$ cat src/rtl/nand_bus_sequencer.sv
// nand_bus_sequencer: runs one NAND bus primitive (CMD/ADDR/WRITE/READ/WAIT_RB) per handshake.
// Ports: op_valid/op_ready/op_type/op_data carry the request from the controller.
//        ce_hold keeps nCE low between ops. wp_n drives nWP.
//        rd_valid/rd_data return read data. rb_busy is the synchronised inverse of RnB.
//        nand_* are the conduit pins. nand_data_oe enables the top-level tristate.
// Optional: define NAND_RB_TIMEOUT_EN to add rb_timeout, which aborts WAIT_RB after RB_TIMEOUT cycles.
module nand_bus_sequencer #(
   parameter int T_WP       = 2,
   parameter int T_WH       = 2,
   parameter int T_RP       = 2,
   parameter int T_REH      = 2,
   parameter int T_WB       = 5,
   parameter int RB_TIMEOUT = 1048576
) (
   input  logic        clk,
   input  logic        reset_n,
   input  logic        op_valid,
   output logic        op_ready,
   input  logic [2:0]  op_type,
   input  logic [15:0] op_data,
   input  logic        ce_hold,
   input  logic        wp_n,
   output logic        rd_valid,
   output logic [15:0] rd_data,
   output logic        rb_busy,
`ifdef NAND_RB_TIMEOUT_EN
   output logic        rb_timeout,
`endif
   output logic        nand_ale,
   output logic        nand_cle,
   output logic        nand_nce,
   output logic        nand_nre,
   output logic        nand_nwe,
   output logic        nand_nwp,
   output logic [15:0] nand_data_o,
   output logic        nand_data_oe,
   input  logic [15:0] nand_data_i,
   input  logic        nand_rnb
);
   localparam logic [2:0] S_IDLE    = 3'd0;
   localparam logic [2:0] S_WE_LO   = 3'd1;
   localparam logic [2:0] S_WE_HI   = 3'd2;
   localparam logic [2:0] S_RE_LO   = 3'd3;
   localparam logic [2:0] S_RE_HI   = 3'd4;
   localparam logic [2:0] S_WB_WAIT = 3'd5;
   localparam logic [2:0] S_RB_WAIT = 3'd6;
   localparam int M1   = (T_WP > T_WH) ? T_WP : T_WH;
   localparam int M2   = (T_RP > T_REH) ? T_RP : T_REH;
   localparam int M3   = (M1 > M2) ? M1 : M2;
   localparam int MAXP = (M3 > T_WB) ? M3 : T_WB;
   localparam int CW   = $clog2(MAXP) + 1;
   // Phase counter is loaded with length-1 and the phase ends when it reads zero.
   localparam logic [CW-1:0] L_WP  = CW'(T_WP - 1);
   localparam logic [CW-1:0] L_WH  = CW'(T_WH - 1);
   localparam logic [CW-1:0] L_RP  = CW'(T_RP - 1);
   localparam logic [CW-1:0] L_REH = CW'(T_REH - 1);
   localparam logic [CW-1:0] L_WB  = CW'(T_WB - 1);
   logic [2:0]    state_q, state_d;
   logic [CW-1:0] cnt_q, cnt_d;
   logic          op_ready_q, op_ready_d;
   logic          cle_q, cle_d, ale_q, ale_d;
   logic          nce_q, nce_d, nre_q, nre_d, nwe_q, nwe_d, nwp_q, nwp_d;
   logic [15:0]   data_o_q, data_o_d;
   logic          oe_q, oe_d;
   logic          rd_valid_q, rd_valid_d;
   logic [15:0]   rd_data_q, rd_data_d;
   logic [1:0]    sync_q, sync_d;
`ifdef NAND_RB_TIMEOUT_EN
   localparam logic [20:0] TO_LAST = 21'(RB_TIMEOUT - 1);
   logic [20:0]   to_q, to_d;
   logic          rb_to_q, rb_to_d;
`else
   logic          unused_to;
   assign unused_to = ^RB_TIMEOUT;
`endif
   always_comb begin
      state_d    = state_q;
      cnt_d      = (cnt_q == '0) ? cnt_q : cnt_q - 1'b1;
      cle_d      = cle_q;
      ale_d      = ale_q;
      nre_d      = nre_q;
      nwe_d      = nwe_q;
      data_o_d   = data_o_q;
      oe_d       = oe_q;
      rd_valid_d = 1'b0;
      rd_data_d  = rd_data_q;
      sync_d     = {sync_q[0], nand_rnb};
`ifdef NAND_RB_TIMEOUT_EN
      to_d       = to_q;
      rb_to_d    = 1'b0;
`endif
      case (state_q)
         S_IDLE: begin
            if (op_valid && op_ready_q) begin
               if (op_type <= 3'd2) begin
                  state_d  = S_WE_LO;
                  cnt_d    = L_WP;
                  nwe_d    = 1'b0;
                  cle_d    = (op_type == 3'd0);
                  ale_d    = (op_type == 3'd1);
                  oe_d     = 1'b1;
                  data_o_d = op_data;
               end else if (op_type == 3'd3) begin
                  state_d = S_RE_LO;
                  cnt_d   = L_RP;
                  nre_d   = 1'b0;
               end else if (op_type == 3'd4) begin
                  state_d = S_WB_WAIT;
                  cnt_d   = L_WB;
               end
            end
         end
         S_WE_LO: begin
            if (cnt_q == '0) begin
               state_d = S_WE_HI;
               cnt_d   = L_WH;
               nwe_d   = 1'b1;
            end
         end
         S_WE_HI: begin
            if (cnt_q == '0) begin
               state_d = S_IDLE;
               cle_d   = 1'b0;
               ale_d   = 1'b0;
               oe_d    = 1'b0;
            end
         end
         S_RE_LO: begin
            // Sample the bus on the edge that raises nRE.
            if (cnt_q == '0) begin
               state_d    = S_RE_HI;
               cnt_d      = L_REH;
               nre_d      = 1'b1;
               rd_data_d  = nand_data_i;
               rd_valid_d = 1'b1;
            end
         end
         S_RE_HI: state_d = (cnt_q == '0) ? S_IDLE : S_RE_HI;
         S_WB_WAIT: begin
            if (cnt_q == '0) begin
               state_d = S_RB_WAIT;
`ifdef NAND_RB_TIMEOUT_EN
               to_d    = '0;
`endif
            end
         end
         S_RB_WAIT: begin
`ifdef NAND_RB_TIMEOUT_EN
            to_d = to_q + 21'd1;
            if (sync_q[1]) state_d = S_IDLE;
            else if (to_q == TO_LAST) begin
               state_d = S_IDLE;
               rb_to_d = 1'b1;
            end
`else
            if (sync_q[1]) state_d = S_IDLE;
`endif
         end
         default: state_d = S_IDLE;
      endcase
      // Both follow the next state so nCE falls together with the first strobe.
      nce_d      = !((state_d != S_IDLE) || ce_hold);
      op_ready_d = (state_d == S_IDLE);
      nwp_d      = wp_n;
   end
   always_ff @(posedge clk) begin
      if (!reset_n) begin
         state_q    <= S_IDLE;
         cnt_q      <= '0;
         op_ready_q <= 1'b0;
         cle_q      <= 1'b0;
         ale_q      <= 1'b0;
         nce_q      <= 1'b1;
         nre_q      <= 1'b1;
         nwe_q      <= 1'b1;
         nwp_q      <= 1'b0;
         data_o_q   <= '0;
         oe_q       <= 1'b0;
         rd_valid_q <= 1'b0;
         rd_data_q  <= '0;
         sync_q     <= 2'b11;
`ifdef NAND_RB_TIMEOUT_EN
         to_q       <= '0;
         rb_to_q    <= 1'b0;
`endif
      end else begin
         state_q    <= state_d;
         cnt_q      <= cnt_d;
         op_ready_q <= op_ready_d;
         cle_q      <= cle_d;
         ale_q      <= ale_d;
         nce_q      <= nce_d;
         nre_q      <= nre_d;
         nwe_q      <= nwe_d;
         nwp_q      <= nwp_d;
         data_o_q   <= data_o_d;
         oe_q       <= oe_d;
         rd_valid_q <= rd_valid_d;
         rd_data_q  <= rd_data_d;
         sync_q     <= sync_d;
`ifdef NAND_RB_TIMEOUT_EN
         to_q       <= to_d;
         rb_to_q    <= rb_to_d;
`endif
      end
   end
   assign op_ready     = op_ready_q;
   assign rd_valid     = rd_valid_q;
   assign rd_data      = rd_data_q;
   assign rb_busy      = ~sync_q[1];
   assign nand_ale     = ale_q;
   assign nand_cle     = cle_q;
   assign nand_nce     = nce_q;
   assign nand_nre     = nre_q;
   assign nand_nwe     = nwe_q;
   assign nand_nwp     = nwp_q;
   assign nand_data_o  = data_o_q;
   assign nand_data_oe = oe_q;
`ifdef NAND_RB_TIMEOUT_EN
   assign rb_timeout   = rb_to_q;
`endif
endmodule
$ cat config.mk
export PLATFORM = sky130hd
export DESIGN_NAME = nand_bus_sequencer
export DESIGN_NICKNAME = d
export VERILOG_FILES = /design/src/rtl/nand_bus_sequencer.sv
export SDC_FILE = /design/constraint.sdc
export NUM_CORES = 1
export LEC_CHECK = 0
export CELL_PAD_IN_SITES_DETAIL_PLACEMENT = 1
export CELL_PAD_IN_SITES_GLOBAL_PLACEMENT = 2
export CORE_MARGIN = 3
export CORE_UTILIZATION = 26
export DETAILED_ROUTE_END_ITERATION = 10
export GPL_TIMING_DRIVEN = 0
export PLACE_DENSITY = 0.93
export SLEW_MARGIN = 0
export SYNTH_ARGS = -nofsm -noshare
export SYNTH_HDL_FRONTEND = slang
export SYNTH_SLANG_ARGS = --single-unit
$ cat constraint.sdc
create_clock -name clk -period 4.6 [get_ports clk]
set_input_delay 0.92 -clock clk [delete_from_list [all_inputs] [get_ports clk]]
set_output_delay 0.92 -clock clk [all_outputs]
set_load 0.005 [all_outputs]
==> results of run 1 <==
-- per-stage QoR --
step | hold WS [ns] | area, µm²
CTS | 0.416 | 3010
global placement | 0.388 | 2930
detailed placement | 0.397 | 2930
finish | 0.412 | 3010
floorplan | 0.386 | 1980
global route | 0.429 | 3010
-- sequential cells by signal (all words and copies together), names as in the netlist, 2 cells and up --
| signal | count |
|---|---|
| nand_data_o | 16 |
| rd_data | 16 |
| sync_q | 2 |
| state_q | 3 |
| cnt_q | 4 |
-- worst paths after layout --
kind / startpoint / endpoint / slack, ns / cells past startpoint
worst max-delay path: reset_n / nand_data_o[14]$_SDFFE_PN0P_ / 2.16 / 5
worst min register to register: sync_q[0]$_SDFF_PN1_ / sync_q[1]$_SDFF_PN1_ / 0.41 / 1
worst min-delay path: sync_q[0]$_SDFF_PN1_ / sync_q[1]$_SDFF_PN1_ / 0.41 / 1
worst max register to register: cnt_q[0]$_SDFF_PN0_ / rd_data[3]$_SDFFE_PN0P_ / 2.80 / 8
-- logic make-up (layout without fill, tap and decap cells) --
group | after synthesis | count (layout) | share of synthesized area, %
AO/OA/AOI/OAI | 41 | 41 | 12.9
AND/OR/NAND/NOR | 86 | 86 | 22.1
flip-flops | 50 | 50 | 50.5
adder cells (fa/ha/maj) | 2 | 2 | 1.26
multiplexers | 16 | 16 | 8.08
buffers and inverters | 18 | 106 | 5.11
-- final cells by class --
| type | instances | area (µm²) |
|---|---|---|
| plain buffers | 12 | 78.8 |
| clock buffers | 6 | 82.6 |
| fillers | 855 | 4320 |
| inverters | 6 | 22.5 |
| multi-input cells | 145 | 881 |
| flip-flops and latches | 50 | 1000 |
| well taps | 99 | 124 |
| repair buffers | 82 | 821 |
-- power by group through the flow --
stage          Sequential [mW]  Clock, mW  Combinational [mW]
2_1_floorplan            0.497          0               0.160
3_3_place_gp             0.498          0               0.267
3_5_place_dp             0.501          0               0.277
4_1_cts                  0.490      0.262               0.278
5_1_grt                  0.495      0.278               0.312
6_report                 0.490      0.250               0.274
-- synthesized netlist by cell type, types with 3 or more instances --
master	n
buf_2	3
mux2i_1	16
a21oi_1	23
o311ai_0	4
nor2_1	22
clkbuf_1	4
buf_6	3
and2_1	3
nand2b_1	4
dfxtp_1	50
nand2_1	37
inv_1	5
-- layout by cell type (no fill, tap or decap), drive strengths merged, types with 2 or more instances in the layout --
cell type and count:
inv 6, buf 8, nand3 2, ha 2
or3 2, clkbuf 10, clkdlybuf4s50 82, and2 3
o311ai 4, nor3 2, nand2 38, dfxtp 50
a31oi 2, o21ai 2, mux2i 16, nor2 23
nor3b 2, nand3b 2, nand2b 4, a21oi 23
-- metal layers --
| metal | GRT usage, % | up-vias | part of all wire, % |
|---|---|---|---|
| met1 | 15.7 | 892 | 41 |
| met2 | 23.7 | 50 | 50 |
| met3 | 5.31 | 5 | 8.1 |
| met5 | 0 | - | 0 |
| met4 | 2.93 | 0 | 0.81 |
| li1 | - | 907 | - |
==> reports/summary.txt, run 1 <==
Ant. Diodes = 0
WS Path Type = in -> reg
Buffers & Inverters on Critical Path = 4
Vias in the first global route = 1950
Cell family with most CP delay = buffers and inverters
Hold_buf cts = 0
CP arrival = 2.61 ns
YS warnings = 0
Final cell count without fillers = 400
Count of cells resized by post-cts repair = 0
Share of cells above drive strength 1 = 6.98%
Initial antenna violation count = 0
Rel. slew slack = 66.1%
Placed Cells incl. Taps = 394
Main synth FF type = dfxtp_1
Synth area leader = dfxtp_1
Async set or reset register ratio after synthesis = 0%
Netlist cell types = 44
Startpoint Class = primary input
Slew Viols, Final = 0
Yosys top cell area share = 50.5%
Seq pwr share = 48.3%
Worst Path Required = 4.77 ns
DP HPWL = 4.28 mm
Combinational share of power = 27.0%
Leakage dissipation = 1.17 nW
Die height = 93.3 µm
P&R area growth vs syn = 51.8%
Tmin final = 2.44 ns
Routed len/inst = 14.0 µm
Largest net degree at the start of global routing = 14
Gate Count Post-Synth = 213
Endpoints failing hold = 0
Sw Pwr = 0.292 mW
GR Overflow Total = 0
Pre-CTS WS = 1.80 ns
Worst-path fanout max = 10
Number of post-CTS setup repair buffers = 0
Worst skew pair latency = 0.30 ns
# Max-Cap Violations = 0
H-tree levels = 2
Vias per cell = 4.64
Total Power = 1.01 mW
Global placement routability congestion = 0.787
Critical Path Most Common Cell = clkbuf_1
Clock slew at the register clock pins of the worst setup and hold paths = 0.08 ns
Initial Util = 27.1%
Syn nets = 256
Pre-Repair DR Iteration Count = 4
Tightest Pin Transition = 0.508 ns
CP endpoint kind = flop
Setup TNS = 0 ns
Num CTS Buffers = 5
GRT Total Usage = 13.6%
RSZ-0062 raised after global routing = no
Final core occ = 41.1%
Int Pwr = 0.722 mW
Clock root buffer = clkbuf_8
Clock sinks = 50
Final Cycle Share = 53.1%
Initial DRC Count = 61
Final setup violation count = 0
Max VDD drop = 0.144 mV
Net Sw Frac = 28.8%
Max Freq = 0.410 GHz
Total Die Area = 8710 µm²
Register area share after synthesis = 50.5%
Mapped Area = 1980 µm²
Skew final = 0.00684 ns
Area of the core = 7330 µm²
Max incr delay on CP = 0.58 ns
Cell Rows = 31
Status = completed
Vias = 1854
PortBufs = 82
FF+latch count, synth = 50
Pwr dens = 337 nW/µm²
Detailed Route WL = 5.58 mm
CP Cell Sequence = clkdlybuf4s50_1, inv_1, clkbuf_1, clkbuf_1, nor2_1
Die width = 93.3 µm
Final nets = 345
I/O pin total = 83
CTS tree = built
Hold Path Class = reg -> reg
Remaining DRCs = 0
PnR worst setup slack = 2.16 ns
Clk buf depth = 2
Antenna viol nets, final = 0
First-pass GRT wire length = 9.43 mm
Clock power frac = 24.7%
Syn avg cell area = 9.31 µm²
Post-synth EDFFs = 0
Top cells by area, synth = dfxtp_1 50%, mux2i_1 8.1%, nand2_1 7.0%
Slowest cell on crit path = clkdlybuf4s50_1
(Power assumes the default switching activity.)
==> inputs of run 2 (changes only) <==
- CORE_UTILIZATION: 26 -> 24
- PLACE_DENSITY: 0.93 -> 0.88
- clock period: 4.6 -> 2.5 ns (I/O delays scaled with it)
==> run 2 against run 1 <==
Compared with the run above:
- die area grew 7.8%
- final cell count up 1.3%
- via count decreased by 1.0%
- critical path depth is the same
- core utilization is 2.5 points lower
- critical path type unchanged
- global-route usage is 1.3 points lower
- wire length is 1.4% higher
- critical endpoint is now nand_data_o[9]$_SDFFE_PN0P_
- sequential share of layout area decreased by 0.33 points
- clock power increased by 130%
- combinational power increased by 84%
- count of clock-buffer cells in the layout fell by 1
- setup slack lost 1.7 ns
==> reports/summary.txt, run 2 (same netlist as run 1, synthesis figures left out) <==
Status = completed
DP HPWL = 4.25 mm
P&R area growth vs syn = 53.3%
GR Overflow Total = 0
Clock slew at the register clock pins of the worst setup and hold paths = 0.09 ns
Remaining DRCs = 0
Worst Path Required = 2.68 ns
First-pass GRT wire length = 9.63 mm
Tightest Pin Transition = 0.502 ns
Initial DRC Count = 55
Total Die Area = 9390 µm²
Vias per cell = 4.53
Leakage dissipation = 1.18 nW
Final nets = 345
Final Cycle Share = 80.7%
Ant. Diodes = 0
GRT Total Usage = 12.3%
Tmin final = 2.02 ns
CP endpoint kind = flop
Vias = 1835
Die height = 96.9 µm
Startpoint Class = primary input
RSZ-0062 raised after global routing = no
Pre-Repair DR Iteration Count = 4
H-tree levels = 2
Hold_buf cts = 0
Num CTS Buffers = 5
FILL cells = 908
Count of cells resized by post-cts repair = 0
Max Freq = 0.496 GHz
Clk buf depth = 2
Commonest non-fill, non-tap cell in the layout = clkdlybuf4s50_1
Pwr dens = 649 nW/µm²
Final setup violation count = 0
CP arrival = 2.20 ns
Cell Rows = 32
Global placement routability congestion = 0.707
PortBufs = 82
Endpoints failing hold = 0
Routed len/inst = 14.0 µm
Die width = 96.9 µm
Max VDD drop = 0.263 mV
Share of cells above drive strength 1 = 7.59%
Setup TNS = 0 ns
Slew Viols, Final = 0
Clock root buffer = clkbuf_8
I/O pin total = 83
Initial Util = 25.1%
Area of the core = 7890 µm²
Skew final = 0.00416 ns
Antenna viol nets, final = 0
Number of post-CTS setup repair buffers = 0
Vias in the first global route = 1900
Detailed Route WL = 5.66 mm
Most frequent cells in the layout = 82 x clkdlybuf4s50_1, 50 x dfxtp_1, 37 x nand2_1
WS Path Type = in -> reg
CTS tree = built
Rel. slew slack = 66.5%
Largest net degree at the start of global routing = 16
Hold Path Class = reg -> reg
Hold Worst Slack = 0.419 ns
Worst skew pair latency = 0.30 ns
Initial antenna violation count = 0
Worst-path fanout max = 10
# Max-Cap Violations = 0
Clock sinks = 50
==> run 2: cell types whose count changed in the layout (fill, tap and decap cells not counted) <==
cell	delta
clkbuf_8	-1
bufinv_16	+1
clkinv_2	+2
==> run 2: power by group <==
group	internal [mW]	switching, mW	leakage [nW]	total (mW)
Clock	0.295	0.275	0.0579	0.570
Sequential	0.860	0.0408	0.406	0.900
Combinational	0.255	0.250	0.717	0.504
==> run 2: layer usage <==
layer,part of all wire [%],up-vias,global-route usage (%)
met5,0,-,0
met2,51,49,21.2
li1,-,905,-
met1,41,878,14.2
met4,0.44,0,3.24
met3,7.6,3,4.61
==> run 2: area by class of cell <==
| type | instances | area [µm²] | share of cell area, % |
|---|---|---|---|
| sequential | 50 | 1000 | 32.9 |
| multi-input combinational | 145 | 881 | 29.0 |
| timing repair buffer | 82 | 821 | 27.0 |
| tap | 102 | 128 | 4.20 |
| buffer | 12 | 78.8 | 2.59 |
| clock buffer | 5 | 68.8 | 2.26 |
| clock inverter | 3 | 40.0 | 1.32 |
| inverter | 6 | 22.5 | 0.741 |
==> run 2: critical path, cell delays in order <==
cell,delay (ns)
clkdlybuf4s50_1,0.57
inv_1,0.18
clkbuf_1,0.42
clkbuf_1,0.41
nor2_1,0.11
==> run 2: path summary, 6_finish.rpt <==
path	endpoint	slack, ns	from	depth (start not counted)
worst max register to register	rd_data[2]$_SDFFE_PN0P_	0.73	cnt_q[0]$_SDFF_PN0_	8
worst min register to register	sync_q[1]$_SDFF_PN1_	0.42	sync_q[0]$_SDFF_PN1_	1
worst min-delay path	sync_q[1]$_SDFF_PN1_	0.42	sync_q[0]$_SDFF_PN1_	1
worst max-delay path	nand_data_o[9]$_SDFFE_PN0P_	0.48	reset_n	5
==> run 2: per-stage QoR <==
stage                     util [%]  cells  worst slack (ns)  cell area (µm²)  total power [mW]
final                         38.5    405             0.483             3040              1.97
after global routing          38.5    405             0.330             3040              2.11
after CTS                     38.5    405             0.421             3040              2.01
after detailed placement      37.2    397            0.0859             2930              1.43
after global placement        37.2    397             0.136             2930              1.41
after floorplan                  -    213             0.985             1980              1.21
==> inputs of run 3 (changes only) <==
- clock period: 2.5 -> 2.1 ns (I/O delays scaled with it)
==> results of run 3 <==
The final DEF is identical to that of run 2. Status: completed.
Main changes from that run: setup slack after placement 0.0859 ns -> -0.234 ns; setup slack after layout 0.483 ns -> 0.163 ns; register-to-register setup slack 0.73 ns -> 0.33 ns; total power 1.97 mW -> 2.35 mW; worst IR drop on VDD 0.263 mV -> 0.313 mV
